==> src/rtl/mod_parity_ram.sv <==
`default_nettype none
// ============================================================================
// Module   : mod_parity_ram
// Purpose  : Single-port RAM with one parity bit per word. On reset it clears
//            itself one word per cycle. Reads return data one cycle later and
//            flag a parity mismatch. Error status is kept as a sticky flag,
//            the first failing address and a saturating error count.
// Revision : 1.0 - initial release
// ============================================================================
module mod_parity_ram #(
  parameter int DATA_W = 8,
  parameter int DEPTH  = 16,
  parameter int ADDR_W = 4,
  parameter int CNT_W  = 4
) (
  input  logic              clk,
  input  logic              rst_n,
  input  logic              wen,
  input  logic              ren,
  input  logic [ADDR_W-1:0] addr,
  input  logic [DATA_W-1:0] w_data,
  input  logic              inj_err,
  input  logic              clr_err,
  output logic [DATA_W-1:0] r_data,
  output logic              rd_valid,
  output logic              err,
  output logic              err_sticky,
  output logic [ADDR_W-1:0] err_addr,
  output logic [CNT_W-1:0]  err_cnt,
  output logic              busy
);

  // The storage index only needs enough bits to cover DEPTH entries.
  localparam int                c_idx_w    = (DEPTH > 1) ? $clog2(DEPTH) : 1;
  localparam logic [c_idx_w-1:0] c_last_idx = c_idx_w'(DEPTH - 1);
  localparam logic [ADDR_W:0]   c_depth    = (ADDR_W + 1)'(DEPTH);
  localparam logic [CNT_W-1:0]  c_cnt_max  = '1;

  localparam logic [0:0] c_st_init = 1'b0;
  localparam logic [0:0] c_st_idle = 1'b1;

  // Each word holds {parity, data}.
  logic [DATA_W:0]        r_mem [DEPTH];
  logic [0:0]             r_state;
  logic [c_idx_w-1:0]     r_init_idx;
  logic [DATA_W-1:0]      r_data_q;
  logic                   r_rd_valid;
  logic                   r_err;
  logic                   r_err_sticky;
  logic [ADDR_W-1:0]      r_err_addr;
  logic [CNT_W-1:0]       r_err_cnt;

  logic                   w_idle;
  logic                   w_addr_ok;
  logic [c_idx_w-1:0]     w_addr_idx;
  logic [DATA_W:0]        w_rd_word;
  logic                   w_rd;
  logic                   w_err_evt;
  logic                   w_mem_we;
  logic [c_idx_w-1:0]     w_mem_idx;
  logic [DATA_W:0]        w_mem_wdata;
  logic                   w_sticky_base;
  logic [CNT_W-1:0]       w_cnt_base;
  logic [ADDR_W-1:0]      w_eaddr_base;

  assign w_idle     = (r_state == c_st_idle);
  assign w_addr_ok  = ({1'b0, addr} < c_depth);
  assign w_addr_idx = addr[c_idx_w-1:0];
  assign w_rd       = w_idle && ren;

  // Out-of-range reads see an all-zero word, which also has consistent parity.
  always_comb begin
    w_rd_word = '0;
    if (w_addr_ok) begin
      w_rd_word = r_mem[w_addr_idx];
    end
  end

  assign w_err_evt = w_rd && w_addr_ok &&
                     ((^w_rd_word[DATA_W-1:0]) != w_rd_word[DATA_W]);

  // Storage write port: the init sweep owns it while busy, the user afterwards.
  always_comb begin
    w_mem_we    = 1'b0;
    w_mem_idx   = r_init_idx;
    w_mem_wdata = '0;
    if (!w_idle) begin
      w_mem_we = 1'b1;
    end else if (wen && w_addr_ok) begin
      w_mem_we    = 1'b1;
      w_mem_idx   = w_addr_idx;
      w_mem_wdata = {(^w_data) ^ inj_err, w_data};
    end
  end

  // Storage array has no reset; the init sweep clears it after every reset.
  always_ff @(posedge clk) begin
    if (w_mem_we) begin
      r_mem[w_mem_idx] <= w_mem_wdata;
    end
  end

  // Init sweep: walk every index once, then hand the RAM to the user.
  always_ff @(posedge clk or negedge rst_n) begin
    if (!rst_n) begin
      r_state    <= c_st_init;
      r_init_idx <= '0;
    end else if (r_state == c_st_init) begin
      if (r_init_idx == c_last_idx) begin
        r_state    <= c_st_idle;
        r_init_idx <= '0;
      end else begin
        r_init_idx <= r_init_idx + 1'b1;
      end
    end
  end

  // Read pipeline: data is captured before any same-cycle write lands.
  always_ff @(posedge clk or negedge rst_n) begin
    if (!rst_n) begin
      r_data_q   <= '0;
      r_rd_valid <= 1'b0;
      r_err      <= 1'b0;
    end else begin
      r_rd_valid <= w_rd;
      r_err      <= w_err_evt;
      if (w_rd) begin
        r_data_q <= w_rd_word[DATA_W-1:0];
      end
    end
  end

  // A clear and an error on the same edge behave as "clear, then record".
  always_comb begin
    w_sticky_base = r_err_sticky;
    w_cnt_base    = r_err_cnt;
    w_eaddr_base  = r_err_addr;
    if (w_idle && clr_err) begin
      w_sticky_base = 1'b0;
      w_cnt_base    = '0;
      w_eaddr_base  = '0;
    end
  end

  // Error status: sticky flag, first failing address, saturating count.
  always_ff @(posedge clk or negedge rst_n) begin
    if (!rst_n) begin
      r_err_sticky <= 1'b0;
      r_err_addr   <= '0;
      r_err_cnt    <= '0;
    end else if (w_err_evt) begin
      r_err_sticky <= 1'b1;
      r_err_addr   <= w_sticky_base ? w_eaddr_base : addr;
      r_err_cnt    <= (w_cnt_base == c_cnt_max) ? c_cnt_max : w_cnt_base + 1'b1;
    end else begin
      r_err_sticky <= w_sticky_base;
      r_err_addr   <= w_eaddr_base;
      r_err_cnt    <= w_cnt_base;
    end
  end

  assign r_data     = r_data_q;
  assign rd_valid   = r_rd_valid;
  assign err        = r_err;
  assign err_sticky = r_err_sticky;
  assign err_addr   = r_err_addr;
  assign err_cnt    = r_err_cnt;
  assign busy       = (r_state == c_st_init);

endmodule
`default_nettype wire

==> config.mk <==
export PLATFORM = sky130hd
export DESIGN_NAME = mod_parity_ram
export DESIGN_NICKNAME = d
export VERILOG_FILES = /design/src/rtl/mod_parity_ram.sv
export SDC_FILE = /design/constraint.sdc
export NUM_CORES = 1
export LEC_CHECK = 0
export BUFFER_PORTS_ARGS = -buffer_cell sky130_fd_sc_hd__buf_2
export CAP_MARGIN = 20
export CELL_PAD_IN_SITES_DETAIL_PLACEMENT = 1
export CELL_PAD_IN_SITES_GLOBAL_PLACEMENT = 1
export CORE_MARGIN = 2
export CORE_UTILIZATION = 48
export CTS_CLUSTER_DIAMETER = 200
export DETAILED_ROUTE_END_ITERATION = 8
export PLACE_DENSITY_LB_ADDON = 0.12
export SYNTH_ARGS = -nofsm -noshare
export SYNTH_HDL_FRONTEND = slang
export SYNTH_SLANG_ARGS = --single-unit
==> constraint.sdc <==
create_clock -name clk -period 2.7 [get_ports clk]
set_input_delay 0.27 -clock clk [delete_from_list [all_inputs] [get_ports clk]]
set_output_delay 0.27 -clock clk [all_outputs]
set_load 0.005 [all_outputs]
# [Word-level counts from Yosys, hierarchy flattened]
# Memory sizes are Yosys's and may differ from the RTL's.
# Index checks and enable logic that the tools add are counted.
[op_classes] bitwise_logic=2 n_addsub=2 n_eq_ne=3 n_mux=19 reduce_logical=5
[op_table] op="$mux 4" count=9
[op_table] op="$mux 9" count=2
[op_table] op="$reduce_xor 8->1" count=2
[op_table] op="$add 4x1->4 const B" count=2
[op_table] op="$eq 4x4->1 const B" count=2
[op_table] op="$mux 1" count=8
[op_table] op="$logic_and 1x1->1" count=3
[op_table] op="$ne 1x1->1" count=1
[op_table] op="$not 1->1" count=1
[op_table] op="$xor 1x1->1" count=1
[word_totals] inputBits=18 output_inout_bits=20 ff_bits=24 mem_bits_rw=144 n_memories=1 wordCells=40
[memory_table] name="r_mem" words=16 width=9 rd=1 rd_ports_with_merged_regs=0 wr=1 line="43" rtl="logic [DATA_W:0] r_mem [DEPTH];"

# [Logic depth before layout (Yosys ltp)]
[logic_depth] word_depth=5 mapped_depth=12 mapped_depth_nobuf=8

# [Least setup slack after synthesis]
# No wires, ideal clock.
[synth_timing] kind="input to register" from="input port addr[0]" to="register r_err_cnt[3], in the netlist err_cnt[3]" n_path_buf=3 arrival_ns=2.881 setup_ns=0.120 required_ns=2.580 stages=10 path_slack_ns=-0.300 cell_sequence="buf_6 buf_12 mux4_1 mux4_2 xor2_1 xnor3_1 mux2_4 buf_6 a41o_1 and3_1"
[synth_via] elab_chain_cells=5
[synth_rtl] element="start: declaration" line="20" rtl="input logic [ADDR_W-1:0] addr,"
[synth_rtl] element="$mem_v2 16x9 *"
[synth_rtl] element="$reduce_xor 8->1" line="80" rtl="((^w_rd_word[DATA_W-1:0]) != w_rd_word[DATA_W]);"
[synth_rtl] element="$ne 1x1->1 *" line="80"
[synth_rtl] element="$logic_and 1x1->1 *" line="79" rtl="assign w_err_evt = w_rd && w_addr_ok &&"
[synth_rtl] element="via w_err_evt" line="58" rtl="logic w_err_evt;"
[synth_rtl] element="$mux 4 *" line="151" rtl="end else if (w_err_evt) begin"
[synth_rtl] element="end signal: assignment" line="154" rtl="r_err_cnt <= (w_cnt_base == c_cnt_max) ? c_cnt_max : w_cnt_base + 1'b1;"
[synth_rtl] element="end signal: assignment" line="158" rtl="r_err_cnt <= w_cnt_base;"
[synth_rtl] element="end: declaration" line="51" rtl="logic [CNT_W-1:0] r_err_cnt;"
# Mark *: on every way through the listed nets, which the timed path passes. The rest lies on a longest branch.
# A chain may end at the register's enable or synchronous reset.

# [Final worst setup path]
[layout_timing] from="memory r_mem[6][5] (netlist bit)" to="register r_err_cnt[2], in the netlist err_cnt[2]"
[layout_via] elab_chain_cells=5
[layout_rtl] element="start: declaration" line="43"
[layout_rtl] element="$mem_v2 16x9"
[layout_rtl] element="$reduce_xor 8->1" line="80"
[layout_rtl] element="$ne 1x1->1" line="80"
[layout_rtl] element="$logic_and 1x1->1" line="79"
[layout_rtl] element="$mux 4" line="151"
# Every way passes these cells.

==> impl_results.md <==
- Most common cell after layout, fill and taps aside: edfxtp_1
- Reg2reg end: err_cnt[2]
- Syn Area/Cell: roughly 19 sq um
- Worst Setup EP: err_cnt[2]
- Run status: complete, but fails checks
- Synth-to-layout area growth: 19.6%
- H-tree Lvls: 4
- Tmin final: ~2700 ps
- Yosys cell types: 39
- Routed len/inst: approximately 25 microns
- Util after Layout: 0.592
- Final WL: 16000 microns
- Synth Cell Area: a little under 0.007 sq mm
- Reg2reg path depth: 8
- First-pass DRT Iterations: 4
- First-pass GRT wire length: around 24000 microns
- Synthesized netlist cell count: 359
- CTS tree: done
- Lkg Pwr: 0.00321 uW
- Yosys warns: 0
- Post-synth ARST share: 0.143
- WS Path Type: flop to flop
- Slew HR: 0.283
- I/O Buffers: 37
- Tot GR Track Use: 0.232
- Peak supply drop: ~0.44 mV
- Core footprint: roughly 0.014 sq mm
- Setup slack after layout: -36.3 ps
- Fin cells: ~650
- Period utilisation layout: 1.01
- Final hold vios: 0
- Buffer depth of the longest clock path: 2
- Mapped Nets: around 380
- CTS Sinks: 168
- Vias in the first global route: a little under 4000
- Main synth FF type: edfxtp_1
- FP Rows: 43
- Die Width: between 100 and 150 microns
- Initial Util: 0.495
- Number of max-cap violations: 0
- Global route total overflow: 0
- I/O pin cnt: 38
- Critical path origin: r_mem[6][5]
- Crit start category: flop
- Clk_lat worst skew: 430 ps
- Dpl cells: 610
- Dpl hpwl: 11000 microns
- Unrepaired setup endpoints after global routing: yes
- CTS Buf Count: 17
- Register bit count reported by yosys: ~170
- Leading cell types in the layout, fill and taps excluded: 144 x edfxtp_1, 45 x buf_4, 38 x mux4_2, 37 x buf_2, 26 x nor2_1
- R2R Setup Slk: -40 ps
- CTS root buf: clkbuf_16
- Clock Skews: between 7 and 8 ps
- DRC: 0
- Final setup viols: 5
- Vias post-DR: 3725
- PwrDens: between 700 and 800 mW/mm^2
- Share of cells above drive strength 1: 0.388
- Layout net count: 474
- Die ar.: ~0.015 sq mm
- # diodes: 0
- CP endpoint kind: flop
- Worst EP arrival: between 3000 and 4000 ps
- Max-slew violations: 0
- WP data required: just over 3000 ps
- Max FO, Critical Path: 8
- Seq/Total Area, Yosys: 0.714
- Post-route ant nets: 0
- Post-Place Setup Slack: -466 ps
- Routability cong.: 0.898
- Die span in y: 124 microns
- Vias per inst: 5.77
- Clk pin slew, worst setup/hold paths: 60 ps
- Failing checks: negative setup slack
- Hold crit path type: input pin to flop
- Slew @ Worst Pin: roughly 1100 ps
- Largest net degree at the start of global routing: 25
- Starting DRT DRC Count: ~260
- Post-synth EDFFs: around 140
- RR Startpoint: r_mem[6][5]
- Layout fillers: roughly 1300
- F_max: 365 MHz
- Initial antenna violation count: 0
synthesized netlist by cell type (3+ instances only):
master,n,share of area
edfxtp_1,144,0.63
mux4_2,30,0.098
nor2_1,26,0.014
dfrtp_1,24,0.087
nand2_1,15,0.0082
mux4_1,11,0.042
nand3_1,11,0.0080
xnor2_1,11,0.014
and3_1,10,0.0091
mux2_2,9,0.015
a21oi_1,7,0.0051
clkbuf_1,6,0.0033
buf_6,5,0.0082
a22o_1,4,0.0051
a22oi_1,4,0.0044
a41oi_1,3,0.0038
buf_4,3,0.0033
inv_1,3,0.0016
nor2b_1,3,0.0027
nor3b_1,3,0.0033
layout make-up:
cell class              instances  area (sq um)  share of cell area
clock buffers                  19           433              0.0525
clock inverters                12           106              0.0129
inverters                       4          15.0             0.00182
multi-input cells             170          1850               0.224
flip-flops and latches        168          4920               0.597
well taps                     180           225              0.0273
repair buffers                 93           698              0.0846
through the flow:
stage | total power [uW] | TNS, ps | area, sq um | hold slack, ps
5_1_grt | 6000 | -781 | 8250 | 218
2_1_floorplan | 3340 | -928 | 6910 | -25.6
3_3_place_gp | 3560 | -3360 | 7600 | 277
3_5_place_dp | 3590 | -3900 | 7610 | 288
4_1_cts | 5830 | -95.1 | 8190 | 203
6_report | 5790 | -65.7 | 8250 | 228
worst min-delay path by stage:
| stage | slack (ps) | end | depth (start not counted) | from |
|---|---|---|---|---|
| final | 230 | err_addr[2] | 2 | addr[2] |
| after global routing | 220 | err_addr[2] | 2 | addr[2] |
| after CTS | 200 | err_addr[2] | 2 | addr[2] |
| after detailed placement | 290 | r_data[5] | 1 | rst_n |
| after global placement | 280 | r_init_idx[3] | 1 | rst_n |
| after floorplan | -30 | err | 0 | rst_n |
flip-flops by register name, summed over array words and instances (netlist names):
name / cells
r_mem: 144
r_data: 8
err_addr: 4
err_cnt: 4
r_init_idx: 4
err: 1
err_sticky: 1
r_state: 1
rd_valid: 1
power by group:
group	internal, uW	total [uW]	switching, uW	leakage (uW)
clock network	1250	2230	977	0.000244
logic	294	602	307	0.00118
registers	2910	2960	50.5	0.00179
per-layer routing:
layer,up-vias,wire [microns],track usage
met2,109,8180,0.382
met3,15,795,0.0668
met4,0,179,0.0604
met1,1971,6880,0.304
li1,1630,-,-
met5,-,0,0
what timing repair did:
| item | CTS | global route |
|---|---|---|
| pin swaps | 6 | 3 |
| endpoints found under the hold margin | 24 | 0 |
| hold buffers | 1 | 0 |
| gates resized for setup | 10 | 7 |
| setup buffers | 2 | 0 |
| endpoints found under the setup margin | 9 | 9 |
worst max-delay path: stages, from the launching register on:
cell and delay (ps):
edfxtp_1 380, mux4_1 510, mux4_2 520, xor2_2 200
xnor3_1 290, mux2_4 360, buf_6 150, nand2_2 70
mux2i_1 200
cell families after synthesis:
logic type / Yosys count / synth area share
flops: 168 / 0.714
buf+inv: 21 / 0.0238
xor+xnor: 15 / 0.0221
compound gates: 28 / 0.0288
simple gates: 73 / 0.0495
mux: 52 / 0.158
fa+ha+maj: 2 / 0.00363
(Power assumes the default switching activity.)
